$ cat src/rtl/mmio_pkg.sv
// Shared constants for the memory-mapped peripheral: register offsets, control/status bit
// positions and the offset decoder used by the top level.
package mmio_pkg;

  localparam logic [7:0] OFF_DISP   = 8'h00;
  localparam logic [7:0] OFF_BTN    = 8'h04;
  localparam logic [7:0] OFF_EDGE   = 8'h08;
  localparam logic [7:0] OFF_CYCLES = 8'h0C;
  localparam logic [7:0] OFF_TLOAD  = 8'h10;
  localparam logic [7:0] OFF_TCTRL  = 8'h14;
  localparam logic [7:0] OFF_STATUS = 8'h18;
  localparam logic [7:0] OFF_TCOUNT = 8'h1C;

  localparam int unsigned TCTRL_EN       = 0;
  localparam int unsigned TCTRL_ONESHOT  = 1;
  localparam int unsigned STATUS_EXPIRED = 0;

  typedef enum logic [3:0] {
    SelDisp,
    SelBtn,
    SelEdge,
    SelCycles,
    SelTload,
    SelTctrl,
    SelStatus,
    SelTcount,
    SelNone
  } reg_sel_e;

  // Byte-lane bits are masked so any byte address inside a word selects that word.
  function automatic reg_sel_e decode_offset(logic [7:0] off);
    unique case (off & 8'hFC)
      OFF_DISP:   return SelDisp;
      OFF_BTN:    return SelBtn;
      OFF_EDGE:   return SelEdge;
      OFF_CYCLES: return SelCycles;
      OFF_TLOAD:  return SelTload;
      OFF_TCTRL:  return SelTctrl;
      OFF_STATUS: return SelStatus;
      OFF_TCOUNT: return SelTcount;
      default:    return SelNone;
    endcase
  endfunction

endpackage

$ cat src/rtl/btn_debounce.sv
// Single-button debouncer: 2-flop synchronizer, then a stability counter that must run
// DEBOUNCE_CYCLES before the accepted level follows the input. rise pulses on a 0->1 accept.
module btn_debounce #(
  parameter logic [15:0] DEBOUNCE_CYCLES = 16'd50000
) (
  input  logic clk,
  input  logic reset,
  input  logic in,
  output logic level,
  output logic rise
);

  logic        sync1_q, sync2_q;
  logic        level_q, level_d;
  logic [15:0] cnt_q, cnt_d;
  logic        accept;

  assign accept = (sync2_q != level_q) && (cnt_q == DEBOUNCE_CYCLES - 16'd1);

  always_comb begin
    level_d = level_q;
    cnt_d   = '0;
    if (sync2_q != level_q) begin
      if (accept) begin
        level_d = sync2_q;
      end else begin
        cnt_d = cnt_q + 16'd1;
      end
    end
  end

  always_ff @(posedge clk or negedge reset) begin
    if (!reset) begin
      sync1_q <= 1'b0;
      sync2_q <= 1'b0;
      level_q <= 1'b0;
      cnt_q   <= '0;
    end else begin
      sync1_q <= in;
      sync2_q <= sync1_q;
      level_q <= level_d;
      cnt_q   <= cnt_d;
    end
  end

  assign level = level_q;
  assign rise  = accept && sync2_q;

endmodule

$ cat src/rtl/mmio_peripheral.sv
// Peripheral window on the data-memory bus: display register, debounced buttons with sticky
// edge flags, free-running cycle counter and a reloadable down-timer.
module mmio_peripheral
  import mmio_pkg::*;
#(
  parameter logic [31:0] BASE_ADDR       = 32'hFFFF_0000,
  parameter int unsigned NUM_BTN         = 4,
  parameter logic [15:0] DEBOUNCE_CYCLES = 16'd50000
) (
  input  logic               clk,
  input  logic               reset,
  input  logic               we,
  input  logic [31:0]        address,
  input  logic [31:0]        write_data,
  output logic [31:0]        read_data,
  output logic               hit,
  input  logic [NUM_BTN-1:0] btn_in,
  output logic [31:0]        disp_value,
  output logic               timer_flag
);

  logic [NUM_BTN-1:0] btn_level, btn_rise;
  logic [NUM_BTN-1:0] edge_q, edge_d;
  logic [31:0]        disp_q, disp_d;
  logic [31:0]        cycles_q, cycles_d;
  logic [31:0]        tload_q, tload_d;
  logic [31:0]        tcount_q, tcount_d;
  logic               en_q, en_d;
  logic               oneshot_q, oneshot_d;
  logic               expired_q, expired_d;
  logic               expire_set;
  logic               wr;
  reg_sel_e           sel;

  for (genvar i = 0; i < NUM_BTN; i++) begin : g_btn
    btn_debounce #(
      .DEBOUNCE_CYCLES(DEBOUNCE_CYCLES)
    ) u_btn (
      .clk  (clk),
      .reset(reset),
      .in   (btn_in[i]),
      .level(btn_level[i]),
      .rise (btn_rise[i])
    );
  end

  assign hit = (address[31:8] == BASE_ADDR[31:8]);
  assign sel = decode_offset(address[7:0]);
  assign wr  = we && hit;

  always_comb begin
    disp_d     = disp_q;
    tload_d    = tload_q;
    cycles_d   = cycles_q + 32'd1;
    edge_d     = edge_q;
    en_d       = en_q;
    oneshot_d  = oneshot_q;
    tcount_d   = tcount_q;
    expired_d  = expired_q;
    expire_set = 1'b0;

    if (en_q) begin
      if (tcount_q == '0) begin
        expire_set = 1'b1;
        if (oneshot_q) begin
          en_d = 1'b0;
        end else begin
          tcount_d = tload_q;
        end
      end else begin
        tcount_d = tcount_q - 32'd1;
      end
    end

    if (wr) begin
      unique case (sel)
        SelDisp:   disp_d = write_data;
        SelEdge:   edge_d = edge_q & ~write_data[NUM_BTN-1:0];
        SelCycles: cycles_d = write_data;
        SelTload:  tload_d = write_data;
        SelTctrl: begin
          en_d      = write_data[TCTRL_EN];
          oneshot_d = write_data[TCTRL_ONESHOT];
          // Only an off->on transition restarts the count; re-writing EN=1 leaves it running.
          if (write_data[TCTRL_EN] && !en_q) tcount_d = tload_q;
        end
        SelStatus: if (write_data[STATUS_EXPIRED]) expired_d = 1'b0;
        default: ;
      endcase
    end

    // Hardware sets take priority over a same-cycle write-1-clear.
    edge_d = edge_d | btn_rise;
    if (expire_set) expired_d = 1'b1;
  end

  always_ff @(posedge clk or negedge reset) begin
    if (!reset) begin
      disp_q    <= '0;
      edge_q    <= '0;
      cycles_q  <= '0;
      tload_q   <= '0;
      tcount_q  <= '0;
      en_q      <= 1'b0;
      oneshot_q <= 1'b0;
      expired_q <= 1'b0;
    end else begin
      disp_q    <= disp_d;
      edge_q    <= edge_d;
      cycles_q  <= cycles_d;
      tload_q   <= tload_d;
      tcount_q  <= tcount_d;
      en_q      <= en_d;
      oneshot_q <= oneshot_d;
      expired_q <= expired_d;
    end
  end

  always_comb begin
    read_data = '0;
    if (hit) begin
      unique case (sel)
        SelDisp:   read_data = disp_q;
        SelBtn:    read_data = 32'(btn_level);
        SelEdge:   read_data = 32'(edge_q);
        SelCycles: read_data = cycles_q;
        SelTload:  read_data = tload_q;
        SelTctrl: begin
          read_data[TCTRL_EN]      = en_q;
          read_data[TCTRL_ONESHOT] = oneshot_q;
        end
        SelStatus: read_data[STATUS_EXPIRED] = expired_q;
        SelTcount: read_data = tcount_q;
        default:   read_data = '0;
      endcase
    end
  end

  assign disp_value = disp_q;
  assign timer_flag = expired_q;

endmodule
$ cat config.mk
export PLATFORM = sky130hd
export DESIGN_NAME = mmio_peripheral
export DESIGN_NICKNAME = d
export VERILOG_FILES = /design/src/rtl/mmio_pkg.sv /design/src/rtl/btn_debounce.sv /design/src/rtl/mmio_peripheral.sv
export SDC_FILE = /design/constraint.sdc
export NUM_CORES = 1
export LEC_CHECK = 0
export BUFFER_PORTS_ARGS = -buffer_cell sky130_fd_sc_hd__buf_2
export CAP_MARGIN = 25
export CORE_MARGIN = 2
export CORE_UTILIZATION = 30
export DETAILED_ROUTE_END_ITERATION = 16
export PLACE_DENSITY = 0.52
export SLEW_MARGIN = 20
export SYNTH_ARGS = -nofsm -noshare
export SYNTH_HDL_FRONTEND = slang
export SYNTH_SLANG_ARGS = --single-unit
$ cat constraint.sdc
create_clock -name clk -period 5.5 [get_ports clk]
set_clock_uncertainty 0.05 [all_clocks]
set_input_delay 0.55 -clock clk [delete_from_list [all_inputs] [get_ports clk]]
set_output_delay 0.55 -clock clk [all_outputs]
set_load 0.1 [all_outputs]
==> results.py <==
metrics = {
    "timing": {
        "period_minus_slack_ps": 4029,
        "maxSlewHeadroom_pct": 33.42,
        "finalCritPeriodShare_pct": 73.26,
        "fmax_ghz": 0.2482,
        "rsz0062_at_grt": "no",
        "setup_ws_ps": 1471,
        "worst-slew-pin-transition_ps": 992.7,
        "hold_violations": 0,
        "drv_slew": 0,
        "setup_viol": 0,
    },
    "worst_setup_path": {
        "crit_top_cell": "buf_2",
        "slowest_stage": "or4_4",
        "cp.arrival_ps": 3430,
        "path_cells": "buf_2 -> or4_1 -> or4_4 -> nor2_1 -> nand2_1 -> a21o_1 -> buf_4 -> a21oi_1 -> buf_2",
        "crit_fanout": 17,
        "max_stage_delay_ps": 550,
        "crit_path_start_kind": "input pin",
        "end_kind": "primary output",
        "r2r-start": "tcount_q[26]",
        "worstPathRequired_ps": 4900,
        "path_class": "input pin to primary output",
        "reg2reg_slack_ps": 2180,
        "r2r-end": "tcount_q[4]",
        "worstRegToRegCells": 6,
    },
    "global_route": {
        "grt_pass1_vias": 9122,
        "overflow": 0,
        "grtUsageMet2_pct": 27.16,
        "grt.met1_usage_pct": 23.36,
        "grt-busiest-layer": "met2",
        "grt_max_degree": 119,
        "grt_usage_pct": 16.80,
        "grt_pass1_wl_um": 51940,
        "antenna_found_initial": 2,
        "use_met3_pct": 2.623,
    },
    "logic_synthesis": {
        "yosys_register_bits": 211,
        "synth_nets": 1241,
        "ys_types": 61,
        "synth_edf_count": 0,
        "yosys_most_used_dff": "dfrtp_1",
        "seq_area_frac_synth_pct": 46.81,
        "synthArstFlopShare_pct": 100.0,
        "syn_area_um2": 11280,
        "postSynthAreaPerCell_um2": 9.700,
        "syn_inst": 1163,
        "ys_warn_count": 0,
    },
    "placed_design": {
        "post-dp-hpwl_um": 23040,
        "gp_congestion": 0.8170,
        "io_buffers": 134,
        "place_ws_ps": 1472,
        "dp_cells": 1718,
        "placed_cell_area_um2": 12430,
    },
    "floorplanning": {
        "io_pins": 137,
        "core_um2": 37310,
        "row_count": 71,
        "start_util_pct": 30.23,
        "dieArea_um2": 39170,
        "die_h_um": 197.9,
        "die_w_um": 197.9,
    },
    "clock_tree": {
        "insertion_delay_ps": 540,
        "cts_buffers": 26,
        "ctsResizeCount": 0,
        "cts_max_path_buffers": 3,
        "cts-htree-levels": 1,
        "cts_root_buf": "clkbuf_16",
        "cts.sinks": 211,
        "clk_pin_slew_ps": 50,
        "post_cts_buffers": 0,
        "cts_tree": "yes",
        "cts_hold_buf": 0,
    },
    "final_layout": {
        "stdcell_area_um2": 13270,
        "area_delta_synth_final_pct": 17.64,
        "regArea_um2": 5280,
        "layout-drive-gt1-share_pct": 23.18,
        "finalNonFillerCells": 1764,
        "multi_input_area_um2": 5690,
        "mostFrequentLayoutCells": "dfrtp_1, nor2_1, buf_2",
        "final_common_cell": "dfrtp_1",
        "filler_cell_count": 3881,
        "nNetsFinal": 1350,
        "antennaDiodeCount": 0,
    },
    "route": {
        "drt-initial-drc-count": 530,
        "wl_um": 32580,
        "dr.pass1.iters": 5,
        "drc": 0,
        "ant_nets": 0,
        "vias": 9133,
        "drt-wirelength-per-cell_um": 18.47,
        "viasPerCell": 5.177,
    },
    "power": {
        "finalPower_mw": 3.351,
        "vdd_ir_drop_max_mv": 0.2088,
        "p_leak_nw": 5.766,
        "powerDensity_nw_per_um2": 252.5,
    },
    "min_path": {
        "min_path_type": "input pin to async pin",
    },
    "outcome": {
        "run_status": "complete, no violations",
    },
    "flow_run": {
        "cap_violations": 0,
    },
}
==> area by class of cell <==
type                    count  share of cell area [%]
clock buffers              36                   5.638
well taps                 474                   4.469
inverters                  17                  0.4809
flip-flops and latches    211                   39.79
clock inverters            10                  0.7260
repair buffers            150                   6.015
multi-input cells         866                   42.88
==> per-layer routing <==
layer	part of all wire, %	wire (µm)
met1	48	15530
met2	45	14750
met4	2.4	796
met3	4.5	1481
met5	0.071	23
==> worst max-delay path: cells and delay by family <==
kind / cells / cell delay (ps)
buffers and inverters: 3 / 880
and+or+nand+nor: 4 / 1350
AOI/OAI and AO/OA: 2 / 610
==> cell usage after synthesis (7+ instances only) <==
library cell	count	area, µm²
or2_2	7	43.79
nand4_1	28	175.2
a211oi_1	7	52.55
mux2_2	76	855.8
nor2_1	165	619.3
inv_1	16	60.06
a22oi_1	62	465.5
a21oi_1	83	415.4
o22ai_1	11	68.82
dfrtp_1	211	5280
nand3_1	54	270.3
xnor2_1	51	446.7
and3_1	21	131.4
nand2_1	68	255.2
nor4_1	18	112.6
mux2i_1	19	190.2
xor2_1	52	455.4
or4_1	9	67.56
clkbuf_1	58	217.7
nor3_1	28	140.1
ha_1	7	87.58
o21ai_0	14	70.07
==> where the power goes <==
group / internal, mW / switching [mW]
combinational: 0.0327 / 0.0739
sequential: 1.56 / 0.00789
clock: 0.994 / 0.679
total: 2.59 / 0.760
==> flip-flops by register name, indices dropped and copies added (netlist names) <==
register / count
g_btn.u_btn.cnt_q: 64
g_btn.u_btn.sync2_q: 4
tload_q: 32
g_btn.u_btn.sync1_q: 4
edge_q: 4
tcount_q: 32
g_btn.u_btn.level: 4
en_q: 1
timer_flag: 1
oneshot_q: 1
disp_value: 32
cycles_q: 32
==> stage by stage <==
stage / util (%) / hold slack, ps / TNS, ps
4_1_cts: 35.57 / 50.97 / 0
6_report: 35.57 / 17.86 / 0
5_1_grt: 35.57 / 47.53 / 0
3_3_place_gp: 33.29 / 284.0 / 0
3_5_place_dp: 33.30 / 288.1 / 0
2_1_floorplan: - / 204.4 / -5416
==> logic make-up after synthesis <==
logic type,after synthesis,synth area share (%)
simple gates,437,19.01
xor+xnor,103,7.997
compound gates,224,13.11
mux,95,9.272
flops,211,46.81
buf+inv,86,3.028
fa+ha+maj,7,0.7764
==> worst max-delay path by stage <==
stage                from       endpoint  slack [ps]  cells past startpoint
2_1_floorplan  address[9]  read_data[10]        -180                      7
3_3_place_gp   address[9]  read_data[27]        1500                      9
3_5_place_dp   address[9]  read_data[27]        1470                      9
4_1_cts        address[9]  read_data[27]        1470                      9
5_1_grt        address[9]  read_data[27]        1330                      9
6_report       address[9]  read_data[27]        1470                      9
No activity file was read; power rests on OpenSTA's default activity.
